`config.mk`:
```
export PLATFORM = sky130hd
export DESIGN_NAME = jt12_timer_bank
export DESIGN_NICKNAME = d
export VERILOG_FILES = /design/src/rtl/jt12_timer_bank.sv
export SDC_FILE = /design/constraint.sdc
export NUM_CORES = 1
export LEC_CHECK = 0
export ABC_AREA = 1
export BUFFER_PORTS_ARGS = -buffer_cell sky130_fd_sc_hd__buf_2
export CAP_MARGIN = 20
export CORE_ASPECT_RATIO = 0.9
export CORE_UTILIZATION = 40
export DETAILED_ROUTE_END_ITERATION = 10
export PLACE_DENSITY_LB_ADDON = 0.2
export SLEW_MARGIN = 20
export SYNTH_ARGS = -nofsm -noshare
export SYNTH_HDL_FRONTEND = slang
export SYNTH_SLANG_ARGS = --single-unit
```
`constraint.sdc`:
```
create_clock -name clk -period 1.8 [get_ports clk]
set_clock_uncertainty 0.2 [all_clocks]
set_input_delay 0.18 -clock clk [delete_from_list [all_inputs] [get_ports clk]]
set_output_delay 0.18 -clock clk [all_outputs]
set_load 0.02 [all_outputs]
```
`src/rtl/jt12_timer_bank.sv`:
```
`timescale 1ns/1ps
// jt12_timer_bank
// Bank of NT up-counting timers advancing on the FM tick (cen & zero).
// Each timer can run from a shared 2^PW prescaler carry, and can stop after
// one overflow or reload and keep running. Each timer has a sticky flag, a
// one-clk overflow pulse, and a share in the combined active-low IRQ.
module jt12_timer_bank #(
    parameter int NT = 2,
    parameter int CW = 10,
    parameter int PW = 4
) (
    input  logic               clk,
    input  logic               rst,
    input  logic               i_cen,
    input  logic               i_zero,
    input  logic [NT*CW-1:0]   i_value,
    input  logic [NT-1:0]      i_load,
    input  logic [NT-1:0]      i_pre_en,
    input  logic [NT-1:0]      i_oneshot,
    input  logic [NT-1:0]      i_clr_flag,
    input  logic [NT-1:0]      i_irq_en,
    output logic [NT-1:0]      o_flag,
    output logic [NT-1:0]      o_overflow,
    output logic               o_irq_n
);

    localparam logic [CW-1:0] C_CNT_ONE = {{(CW-1){1'b0}}, 1'b1};
    localparam logic [PW-1:0] C_PRE_ONE = {{(PW-1){1'b0}}, 1'b1};

    logic          w_tick;
    logic          w_pre_carry;
    logic [PW-1:0] r_prescaler;

    assign w_tick      = i_cen & i_zero;
    assign w_pre_carry = w_tick & (&r_prescaler);

    // Shared free-running prescaler; its phase is never disturbed by timer starts.
    always_ff @(posedge clk or posedge rst) begin
        if (rst) begin
            r_prescaler <= '0;
        end else if (w_tick) begin
            r_prescaler <= r_prescaler + C_PRE_ONE;
        end
    end

    for (genvar gi = 0; gi < NT; gi++) begin : g_timer
        logic [CW-1:0] w_value;
        logic          w_adv;
        logic          w_start;
        logic [CW-1:0] r_cnt;
        logic          r_running;
        logic          r_last_load;
        logic          r_overflow;
        logic          r_flag;

        assign w_value = i_value[gi*CW +: CW];
        assign w_adv   = w_tick & r_running & (i_pre_en[gi] ? w_pre_carry : 1'b1);
        assign w_start = i_load[gi] & ~r_last_load;

        // Counter state: start beats stop, stop beats terminal/count.
        // A start re-reads value, so a start landing on an all-ones count simply
        // reloads instead of producing an overflow. The overflow pulse is
        // cleared on every clk so it stays one clk wide even when ticks are sparse.
        always_ff @(posedge clk or posedge rst) begin
            if (rst) begin
                r_cnt       <= '0;
                r_running   <= 1'b0;
                r_last_load <= 1'b0;
                r_overflow  <= 1'b0;
            end else begin
                r_overflow <= 1'b0;
                if (w_tick) begin
                    r_last_load <= i_load[gi];
                    if (w_start) begin
                        r_cnt     <= w_value;
                        r_running <= 1'b1;
                    end else if (!i_load[gi]) begin
                        r_running <= 1'b0;
                    end else if (w_adv) begin
                        if (&r_cnt) begin
                            r_overflow <= 1'b1;
                            r_cnt      <= w_value;
                            r_running  <= ~i_oneshot[gi];
                        end else begin
                            r_cnt <= r_cnt + C_CNT_ONE;
                        end
                    end
                end
            end
        end

        // Sticky flag, updated every clk; a clear wins over a coincident overflow.
        always_ff @(posedge clk or posedge rst) begin
            if (rst) begin
                r_flag <= 1'b0;
            end else if (i_clr_flag[gi]) begin
                r_flag <= 1'b0;
            end else if (r_overflow) begin
                r_flag <= 1'b1;
            end
        end

        assign o_overflow[gi] = r_overflow;
        assign o_flag[gi]     = r_flag;
    end

    assign o_irq_n = ~|(o_flag & i_irq_en);

endmodule
```
==> results.tsv <==
metric	value	unit
Critical Path Sink Type	flop	
post-synthesis mux area share	0	%
core region area	4985	µm²
Synth area leaders	dfrtp_1 37%, nand2_1 22%, inv_1 7.4%	
max-slew violation total from the final report	0	
count leader, synth	nand2_1	
Synth Instances	308	
syn avg cell area	6.943	µm²
Max Root-Sink Buffers	2	
Clk Latency, worst-skew pair	0.29	ns
Critical path destination	g_timer[1].r_cnt[4]	
dpl hpwl	3.272	mm
Finished Cell Area	2730	µm²
placed cell count	414	
routed wire length	4.489	mm
Post-Synth Simple-Gate Area	40.43	%
Final Hold Viols	0	
Yosys reg bits	32	
Via-to-Cell Ratio	4.555	
Iteration-0 DRC Markers	115	
post-synthesis compound-gate area fraction	5.442	%
Worst EP arrival	1.74	ns
crit path max fanout	7	
Yosys top cell area share	37.45	%
CP startpoint kind	flop	
CP Class	flop to flop	
Final Power	2.842	mW
reg2reg end	g_timer[1].r_cnt[4]	
antenna viol nets, final	0	
status	complete, no violations	
dpl cell area	2434	µm²
antenna cell count	0	
fin crit period	1.711	ns
CP required	1.82	ns
port bufs	38	
worst reg2reg path depth	8	
Post-Synth Adder-Cell Area	1.755	%
final net count	407	
flop2flop setup slack	0.09	ns
Reg power frac	42.2	%
EDFF count, synth	0	
CP startpoint	r_prescaler[1]	
Avg WL per Cell	10.30	µm
Psw	0.9937	mW
clk root buf	clkbuf_8	
drc violations	0	
Most used DFF post-synth	dfrtp_1	
gpl congestion	0.7854	
Leak	1.471	nW
Hold Path Cell Cnt	5	
Syn Nets	345	
Area growth, synth to finish	27.68	%
die footprint	5642	µm²
Total GRT Usage	17.44	%
FMAX	584.3	MHz
synth warn	0	
pin count of the biggest net entering global routing	33	
Initial Util	42.90	%
Inserted Clock Buffers	5	
share of total power in the clock network	26.9	%
share of layout cells above drive strength 1	24.80	%
synth unique cells	25	
grt total ovfl	0	
First-pass DRT Iterations	4	
number of global-route vias before repair	1738	
RR Startpoint	r_prescaler[1]	
Rel. slew slack	72.64	%
CTS tree	built	
hold crit path type	input port to flop	
Sw Ratio	34.96	%
power per cell area	1041	nW/µm²
final std cells w/o fill	436	
CTS clock-pin slew for the worst setup and hold paths	0.07	ns
Num Clock Sinks	32	
mapped cell area	2138	µm²
final worst-path cycle share	95.08	%
via count	1986	
die height	71.36	µm
peak supply drop	0.4558	mV
IO Pins	39	
Yosys top cell by area	dfrtp_1	
main combinational cell family by area after synthesis	simple AND/OR/NAND/NOR gates	
multi-input logic area	1127	µm²
internal cell power	1.849	mW
initial antenna violation count	0	
die width	79.07	µm
Post-Route Utilization	54.77	%
first-pass GRT wire length	7.665	mm
Tightest Pin Transition	0.4103	ns
most frequent cells after synthesis	127 x nand2_1, 42 x inv_1, 32 x dfrtp_1	
CTS H-tree depth	2	
sequential area share after synthesis	37.45	%
Post-Synth XOR/XNOR Area	3.686	%
Filler cells	500	
Reg area	800.8	µm²
Synth async-reset ratio	100.0	%
Max Cap Viol	0	
combinational power share	30.9	%
Final setup viols	0	
Cell Rows	24	
-- critical path, cell delays in order, from the launching register on --
cell and delay (ns):
dfrtp_1 0.39, ha_4 0.16, nand3_4 0.08, o21bai_1 0.18, nand2_2 0.10, a21oi_4 0.25, buf_6 0.16, nand3_1 0.07
nand2_1 0.06
-- power groups by stage --
| stage | logic [mW] | clock network, mW | registers, mW |
|---|---|---|---|
| after global routing | 1.02 | 0.797 | 1.24 |
| final | 0.878 | 0.765 | 1.20 |
| after CTS | 0.821 | 0.779 | 1.19 |
| after global placement | 0.781 | 0 | 1.20 |
| after floorplan | 0.628 | 0 | 1.15 |
| after detailed placement | 0.798 | 0 | 1.20 |
-- placed cells by master, fill, tap and decap left out, types with 2 or more instances in the layout --
| cell type | count |
|---|---|
| nor2_1 | 18 |
| xor2_1 | 4 |
| ha_1 | 2 |
| dfrtp_1 | 32 |
| buf_4 | 12 |
| buf_6 | 2 |
| buf_2 | 38 |
| inv_2 | 2 |
| nand2_1 | 125 |
| dlygate4sd3_1 | 10 |
| nand3_2 | 10 |
| a21oi_1 | 2 |
| xnor2_1 | 5 |
| nand2_2 | 7 |
| nor2_2 | 3 |
| o21ai_0 | 5 |
| clkbuf_8 | 7 |
| o21ai_1 | 3 |
| nand3_1 | 27 |
| inv_1 | 42 |
| a21oi_4 | 2 |
| o21ai_2 | 2 |
-- per-layer routing --
| metal | wire length, µm | up-vias | GRT usage, % | share of wire, % |
|---|---|---|---|---|
| li1 | - | 1065 | - | - |
| met1 | 2244 | 865 | 23.22 | 50 |
| met2 | 1979 | 49 | 28.07 | 44 |
| met3 | 200 | 7 | 3.567 | 4.5 |
| met4 | 65 | 0 | 6.465 | 1.4 |
| met5 | 0 | - | 0 | 0 |
-- per-stage QoR --
stage	hold slack (ns)	worst slack, ns	TNS, ns
after floorplan	0.04641	0.2085	0
after global placement	0.09130	0.1090	0
after detailed placement	0.09609	0.03568	0
after CTS	0.005522	0.02258	0
after global routing	0.03383	-0.003631	-0.003631
final	0.004164	0.08851	0
-- registers in the layout, summed over array words and instances (netlist names) --
signal / cells
g_timer.r_overflow: 2
g_timer.r_cnt: 20
g_timer.r_running: 2
r_prescaler: 4
g_timer.r_last_load: 2
g_timer.r_flag: 2
-- logic make-up (layout without fill, tap and decap cells) --
kind of cell,count (synthesis),after routing
buffers and inverters,53,116
flip-flops,32,32
AO/OA/AOI/OAI,16,16
AND/OR/NAND/NOR,195,195
adder cells (fa/ha/maj),3,3
XOR/XNOR,9,9
-- what timing repair did --
| action | 4_1_cts | 5_1_grt |
|---|---|---|
| resized for setup | 0 | 9 |
| endpoints found under the hold margin | 41 | 0 |
| endpoints found under the setup margin | 0 | 19 |
| setup buffers | 0 | 4 |
| hold buffers | 10 | 0 |
-- layout make-up --
type	count	area share, %
Clock inverter	1	1.100
Tap cell	65	2.979
Timing Repair Buffer	63	15.49
Clock buffer	7	3.529
Multi-Input combinational cell	223	41.29
Sequential cell	32	29.33
Inverter	45	6.279
-- how the worst min path moves through the flow --
| stage | slack [ns] | start | endpoint |
|---|---|---|---|
| 2_1_floorplan | 0.05 | i_clr_flag[0] | g_timer[0].r_flag |
| 5_1_grt | 0.03 | i_zero | r_prescaler[2] |
| 3_5_place_dp | 0.1 | rst | g_timer[1].r_cnt[8] |
| 3_3_place_gp | 0.09 | rst | g_timer[1].r_last_load |
| 6_report | 0.004 | i_value[17] | g_timer[1].r_cnt[7] |
| 4_1_cts | 0.006 | i_value[11] | g_timer[1].r_cnt[1] |
(Power assumes the default switching activity.)
